**src/rtl/bist_pkg.sv**
```systemverilog
// bist_pkg: shared state encoding, counter width and index-width helper for the BIST sequencer
package bist_pkg;
  typedef enum logic [2:0] {IDLE, RELEASE, RUN, RECORD, DONE} bist_seq_state_t;
  localparam int BIST_CNT_W = 32;
  function automatic int idx_w(input int n);
    return n > 1 ? $clog2(n) : 1;
  endfunction
endpackage

```
**src/rtl/bist_sequencer_if.sv**
```systemverilog
// bist_sequencer_if: test/config + per-link BIST signals; master = test side and links, slave = sequencer
interface bist_sequencer_if import bist_pkg::*; #(parameter int NUM_LINKS = 4);
  localparam int IW = idx_w(NUM_LINKS);
  logic start;
  logic [NUM_LINKS-1:0] link_busy, link_failed, link_reset, fail_mask, timeout_mask;
  logic active, done, pass;
  logic [IW-1:0] cur_link;
  modport master (output start, link_busy, link_failed,
                  input link_reset, active, cur_link, done, pass, fail_mask, timeout_mask);
  modport slave (input start, link_busy, link_failed,
                 output link_reset, active, cur_link, done, pass, fail_mask, timeout_mask);
endinterface

```
**src/rtl/bist_link_timer.sv**
```systemverilog
// bist_link_timer: saturating per-link cycle counter with settle/timeout compares
// ports: clk, reset (async), clr (load 0, wins over en), en (count), settle_hit, timeout_hit
module bist_link_timer import bist_pkg::*; #(
  parameter int SETTLE_CYCLES = 4,
  parameter int TIMEOUT_CYCLES = 4096
) (
  input logic clk,
  input logic reset,
  input logic clr,
  input logic en,
  output logic settle_hit,
  output logic timeout_hit
);
  logic [BIST_CNT_W-1:0] cnt;
  always_ff @(posedge clk or posedge reset)
    if (reset) cnt <= '0;
    else if (clr) cnt <= '0;
    else if (en && ~&cnt) cnt <= cnt + BIST_CNT_W'(1);
  assign settle_hit = cnt == BIST_CNT_W'(SETTLE_CYCLES - 1);
  assign timeout_hit = cnt == BIST_CNT_W'(TIMEOUT_CYCLES - 1);
endmodule

```
**src/rtl/bist_sequencer.sv**
```systemverilog
// bist_sequencer: releases BIST links one at a time and records per-link pass/fail/timeout
// ports: clk, reset (async, active-high), bus (slave side of bist_sequencer_if)
module bist_sequencer import bist_pkg::*; #(
  parameter int NUM_LINKS = 4,
  parameter int SETTLE_CYCLES = 4,
  parameter int TIMEOUT_CYCLES = 4096
) (
  input logic clk,
  input logic reset,
  bist_sequencer_if.slave bus
);
  localparam int IW = idx_w(NUM_LINKS);
  bist_seq_state_t state, state_n;
  logic [NUM_LINKS-1:0] lr, lr_n, fm, fm_n, tm, tm_n, sel;
  logic [IW-1:0] cl, cl_n;
  logic act, act_n, dn, dn_n, ps, ps_n, clr, en, settle_hit, timeout_hit, last;
  assign sel = NUM_LINKS'(1) << cl;
  assign last = cl == IW'(NUM_LINKS - 1);
  bist_link_timer #(.SETTLE_CYCLES(SETTLE_CYCLES), .TIMEOUT_CYCLES(TIMEOUT_CYCLES)) u_timer (
    .clk(clk), .reset(reset), .clr(clr), .en(en), .settle_hit(settle_hit), .timeout_hit(timeout_hit)
  );
  always_ff @(posedge clk or posedge reset)
    if (reset) begin
      state <= IDLE;
      lr <= '1;
      fm <= '0;
      tm <= '0;
      cl <= '0;
      act <= 1'b0;
      dn <= 1'b0;
      ps <= 1'b0;
    end else begin
      state <= state_n;
      lr <= lr_n;
      fm <= fm_n;
      tm <= tm_n;
      cl <= cl_n;
      act <= act_n;
      dn <= dn_n;
      ps <= ps_n;
    end
  // outputs are registered, so the link under test is released on the edge that enters RELEASE
  always_comb begin
    state_n = state;
    lr_n = lr;
    fm_n = fm;
    tm_n = tm;
    cl_n = cl;
    act_n = act;
    dn_n = dn;
    ps_n = ps;
    clr = 1'b0;
    en = 1'b0;
    case (state)
      IDLE, DONE: if (bus.start) begin
        state_n = RELEASE;
        lr_n = ~NUM_LINKS'(1);
        fm_n = '0;
        tm_n = '0;
        cl_n = '0;
        act_n = 1'b1;
        dn_n = 1'b0;
        ps_n = 1'b0;
        clr = 1'b1;
      end
      RELEASE: begin
        en = 1'b1;
        state_n = settle_hit ? RUN : RELEASE;
      end
      RUN: begin
        en = 1'b1;
        // busy-low takes priority over a coincident timeout
        if (!bus.link_busy[cl]) state_n = RECORD;
        else if (timeout_hit) begin
          state_n = RECORD;
          tm_n = tm | sel;
          lr_n = lr | sel;
        end
      end
      RECORD: begin
        fm_n[cl] = tm[cl] ? fm[cl] : bus.link_failed[cl];
        if (last) begin
          state_n = DONE;
          act_n = 1'b0;
          dn_n = 1'b1;
          ps_n = ~|(fm_n | tm);
        end else begin
          state_n = RELEASE;
          cl_n = cl + IW'(1);
          lr_n = lr & ~(sel << 1);
          clr = 1'b1;
        end
      end
      default: state_n = IDLE;
    endcase
  end
  assign bus.link_reset = lr;
  assign bus.fail_mask = fm;
  assign bus.timeout_mask = tm;
  assign bus.cur_link = cl;
  assign bus.active = act;
  assign bus.done = dn;
  assign bus.pass = ps;
endmodule
```
**src/flat_wrapper.sv**
```systemverilog
// flat-port wrapper written by rule: the top's interface ports become plain ports
module bist_sequencer_flat import bist_pkg::*;
#(
  parameter int NUM_LINKS = 4,
  parameter int SETTLE_CYCLES = 4,
  parameter int TIMEOUT_CYCLES = 4096
)
  (clk, reset, bus_start, bus_link_busy, bus_link_failed, bus_link_reset, bus_active, bus_cur_link, bus_done, bus_pass, bus_fail_mask, bus_timeout_mask);
  bist_sequencer_if #(.NUM_LINKS(NUM_LINKS)) bus_i ();
  input logic clk;
  input logic reset;
  input wire logic [$bits(bus_i.start)-1:0] bus_start;
  input wire logic [$bits(bus_i.link_busy)-1:0] bus_link_busy;
  input wire logic [$bits(bus_i.link_failed)-1:0] bus_link_failed;
  output wire logic [$bits(bus_i.link_reset)-1:0] bus_link_reset;
  output wire logic [$bits(bus_i.active)-1:0] bus_active;
  output wire logic [$bits(bus_i.cur_link)-1:0] bus_cur_link;
  output wire logic [$bits(bus_i.done)-1:0] bus_done;
  output wire logic [$bits(bus_i.pass)-1:0] bus_pass;
  output wire logic [$bits(bus_i.fail_mask)-1:0] bus_fail_mask;
  output wire logic [$bits(bus_i.timeout_mask)-1:0] bus_timeout_mask;
  assign bus_i.start = bus_start;
  assign bus_i.link_busy = bus_link_busy;
  assign bus_i.link_failed = bus_link_failed;
  assign bus_link_reset = bus_i.link_reset;
  assign bus_active = bus_i.active;
  assign bus_cur_link = bus_i.cur_link;
  assign bus_done = bus_i.done;
  assign bus_pass = bus_i.pass;
  assign bus_fail_mask = bus_i.fail_mask;
  assign bus_timeout_mask = bus_i.timeout_mask;
  bist_sequencer #(.NUM_LINKS(NUM_LINKS), .SETTLE_CYCLES(SETTLE_CYCLES), .TIMEOUT_CYCLES(TIMEOUT_CYCLES)) u_core (.clk(clk), .reset(reset), .bus(bus_i));
endmodule
```
**config.mk**
```make
export PLATFORM = sky130hd
export DESIGN_NAME = bist_sequencer_flat
export DESIGN_NICKNAME = d
export VERILOG_FILES = /design/src/rtl/bist_pkg.sv /design/src/rtl/bist_sequencer_if.sv /design/src/rtl/bist_link_timer.sv /design/src/rtl/bist_sequencer.sv /design/src/flat_wrapper.sv
export SDC_FILE = /design/constraint.sdc
export NUM_CORES = 1
export LEC_CHECK = 0
export BUFFER_PORTS_ARGS = -buffer_cell sky130_fd_sc_hd__buf_4
export CAP_MARGIN = 10
export CORE_UTILIZATION = 45
export CTS_BUF_LIST = sky130_fd_sc_hd__clkbuf_2 sky130_fd_sc_hd__clkbuf_4 sky130_fd_sc_hd__clkbuf_8
export DETAILED_ROUTE_END_ITERATION = 16
export SETUP_SLACK_MARGIN = 0.15
export SYNTH_ARGS = -nofsm -noshare
export SYNTH_HDL_FRONTEND = slang
export SYNTH_SLANG_ARGS = --single-unit
```
**constraint.sdc**
```tcl
create_clock -name clk -period 2.4 [get_ports clk]
set_clock_uncertainty 0.05 [all_clocks]
set_input_delay 0.48 -clock clk [delete_from_list [all_inputs] [get_ports clk]]
set_output_delay 0.48 -clock clk [all_outputs]
set_load 0.02 [all_outputs]
```
==> results.toml <==
[critical_path]
critical_path.max_stage_delay_ns = 0.42
critical_path.endpoint_type = "flop"
library_cell_appearing_most_often_on_the_critical_path = "sky130_fd_sc_hd__buf_4"
crit_buf_inv = 2
critical_path.startpoint_type = "flop"
critPathSlowestCell = "sky130_fd_sc_hd__dfrtp_1"
worstPathArrival_ns = 2.37
path_cells = "ha_1 > nand4_1 > buf_4 > or3_1 > nor4_2 > buf_4 > nor3_1 > a211oi_1"
cpLargestDelayFamily = "simple AND/OR/NAND/NOR gates"
required_ns = 2.57
timing_worst_setup_path_type = "flop to flop"
crit_fanout = 7

[power_and_ir_drop]
net-switching-power_mw = 1.09
pwr-share-seq_pct = 40.1
vdd_drop_max_mv = 0.452
power-per-cell-area_mw_per_mm2 = 829
internal-power_mw = 1.75
combinationalPowerShare_pct = 38.0
cellLeakagePower_nw = 1.40
sw_frac_of_total_pct = 38.4
power.share.clock_pct = 21.9

[floorplanning]
overall_die_area_mm2 = 0.00676
ios = 28
floorplan.rows = 28
chipHeight_um = 82.2
floorplan.initialDensity_pct = 47.8
die_w_um = 82.2
core_region_area_mm2 = 0.00606

[yosys]
postSynthRegisterBits = 52
synth.avg_cell_area_um2 = 9.34
post-synth-top-area-cell = "sky130_fd_sc_hd__dfrtp_1"
synthesis.area_mm2 = 0.00290
yosysWarnings = 0
synthesis.instances = 310
synth_seq_area_share_pct = 45.1
postSynthNetCount = 326
synth.top_cells.by_area = "sky130_fd_sc_hd__dfrtp_1 (41%), sky130_fd_sc_hd__a21oi_1 (4.8%), sky130_fd_sc_hd__or3_1 (4.1%), sky130_fd_sc_hd__dfstp_2 (3.6%), sky130_fd_sc_hd__o21ai_0 (3.5%)"
synth.lib_cells_used.distinct = 48
synthDominantCellAreaShare_pct = 41.5

[job]
drv.max_cap_violation_count = 0

[routing]
detail_route.first_pass.iterations = 4
drt_wl_total_mm = 6.67
drtIter0Drc = 134
wl_per_cell_um = 15.7
vias_per_cell = 6.10
final_antenna_net_count = 0
drc = 0
vias = 2586

[placed_design]
buffer_ports.inserted = 27
final_replace_weighted_congestion = 0.831
detailedPlacementHpwl_mm = 4.69

[finish]
layout.filler_cells = 571
mostFrequentLayoutCell = "sky130_fd_sc_hd__dfrtp_1"
antenna-diode-count = 0
total_nets_final = 364
drive_gt1_share_pct = 19.5
mostFrequentLayoutCells = "sky130_fd_sc_hd__dfrtp_1 (47), sky130_fd_sc_hd__buf_4 (39), sky130_fd_sc_hd__a21oi_1 (28)"
final_util_pct = 56.5
syn2layout_area_growth_pct = 18.1

[global_routing]
grt_max_degree = 40
antenna_violations_before_repair = 0
grt-ovfl-total = 0
wire_length_of_the_first_global_routing_pass_mm = 11.0
first_global_vias = 2328
grt_util_all_layers_pct = 21.5

[cts]
clock_insertion_delay_worst_skew_ns = 0.31
postCtsHoldBufs = 0
cts-root-to-sink-buffers = 2
tritoncts_num_sinks = 52
tritoncts = "built"
clk_pin_slew_ns = 0.11
clockRootBuffer = "sky130_fd_sc_hd__clkbuf_8"
cts_max_level = 2
cts-buffers-inserted = 5

[timing]
layout_worst_path_cycle_share_pct = 91.5
final.setup.tns_ns = 0
final-setup-viol-count = 0
relSlewSlack_pct = 71.2
timing_hold_violations_final = 0
min_period_ns = 2.20
max_slew.worst_pin.slew_ns = 0.432
finalMaxSlewViolations = 0
achievable-frequency_ghz = 0.455
rsz_0062_raised_after_global_routing = "true"

[status]
outcome = "finished clean"

[min_path]
timing.hold.worst.class = "input pin to asynchronous set/reset pin"
==> routing by layer <==
metal | track usage [%] | up-vias | routed length [um]
met3 | 2.97 | 5 | 204
met4 | 4.21 | 0 | 41
met1 | 30.0 | 1272 | 3250
li1 | - | 1264 | -
met5 | 0 | - | 0
met2 | 35.5 | 45 | 3180
==> flip-flops by register name, summed over array words and instances, names as in the netlist <==
register / flops
u_core.bus.active: 1
u_core.u_timer.cnt: 32
u_core.bus.timeout_mask: 4
u_core.state: 3
u_core.bus.link_reset: 4
u_core.bus.pass: 1
u_core.bus.cur_link: 2
u_core.bus.done: 1
u_core.bus.fail_mask: 4
==> cell type report <==
cell class | instances | area [um^2] | area share [%]
inverter | 16 | 60.1 | 1.76
timing repair buffer | 42 | 344 | 10.1
tap | 75 | 93.8 | 2.74
sequential | 52 | 1310 | 38.2
clock inverter | 3 | 42.5 | 1.24
multi-input combinational | 231 | 1510 | 44.0
clock buffer | 5 | 68.8 | 2.01
==> per-stage QoR <==
step	power [mW]	instances	area [um^2]	setup slack, ns	hold WS [ns]
2_1_floorplan	1.85	310	2900	0.217	0.442
3_3_place_gp	2.23	414	3260	0.154	0.401
3_5_place_dp	2.24	414	3260	0.118	0.402
4_1_cts	2.87	422	3390	0.176	0.0716
5_1_grt	3.02	424	3420	0.0828	0.0908
6_report	2.84	424	3420	0.204	0.0643
==> kinds of logic after synthesis <==
family,count (synthesis),share of synthesized area [%]
AO/OA/AOI/OAI,85,18.2
XOR/XNOR,2,0.605
adder cells (fa/ha/maj),5,2.16
buffers and inverters,27,4.10
flip-flops,52,45.1
multiplexers,8,3.63
AND/OR/NAND/NOR,131,26.2
==> path summary, 6_finish.rpt <==
check / start / end / slack [ns] / cells past startpoint
min reg2reg: u_core.bus.link_reset[0] / u_core.bus.link_reset[0] / 0.42 / 2
min in group clk: bus_start / u_core.state[2] / 0.31 / 2
max in group asynchronous: reset / u_core.bus.link_reset[2] / 1.64 / 3
min: reset / u_core.u_timer.cnt[29] / 0.06 / 2
max: u_core.u_timer.cnt[1] / u_core.bus.link_reset[1] / 0.20 / 8
max reg2reg: u_core.u_timer.cnt[1] / u_core.bus.link_reset[1] / 0.20 / 8
==> Yosys cell counts (all sizes together) <==
master / instances
a22o: 6
nor2: 13
a21oi: 28
o41ai: 1
nand3b: 3
or2: 2
a31oi: 1
dfstp: 4
nand3: 16
a221oi: 1
mux2i: 6
o22ai: 1
and3: 1
or3: 19
and4: 2
mux4: 2
inv: 16
nor3: 10
buf: 4
nor2b: 1
nand4: 13
nor3b: 2
o32a: 1
nand2: 25
dfrtp: 48
o21a: 1
o211ai: 3
or4: 8
nand2b: 1
o2111ai: 2
o311ai: 1
o21ai: 25
ha: 5
a211oi: 3
or4b: 1
nor4: 11
xnor2: 2
o31ai: 11
nor4b: 2
and2: 1
clkbuf: 7
==> worst reg2reg max path: cells and delay by family (launching register included) <==
kind	cells	cell delay (ns)
AND/OR/NAND/NOR	4	0.88
buffers and inverters	2	0.40
flip-flops	1	0.42
adder cells (fa/ha/maj)	1	0.19
AO/OA/AOI/OAI	1	0.18
==> power groups by stage <==
stage | registers (mW) | clock network (mW) | logic [mW]
finish | 1.14 | 0.620 | 1.08
global route | 1.16 | 0.657 | 1.20
CTS | 1.14 | 0.636 | 1.09
detailed placement | 1.16 | 0 | 1.08
global placement | 1.15 | 0 | 1.08
floorplan | 1.19 | 0 | 0.663
==> what timing repair did <==
action	CTS	global route
pin swaps	0	2
resized for setup	2	5
endpoints found under the hold margin	0	0
endpoints found under the setup margin	4	30
setup buffers	0	2
No activity file was read; power rests on OpenSTA's default activity.
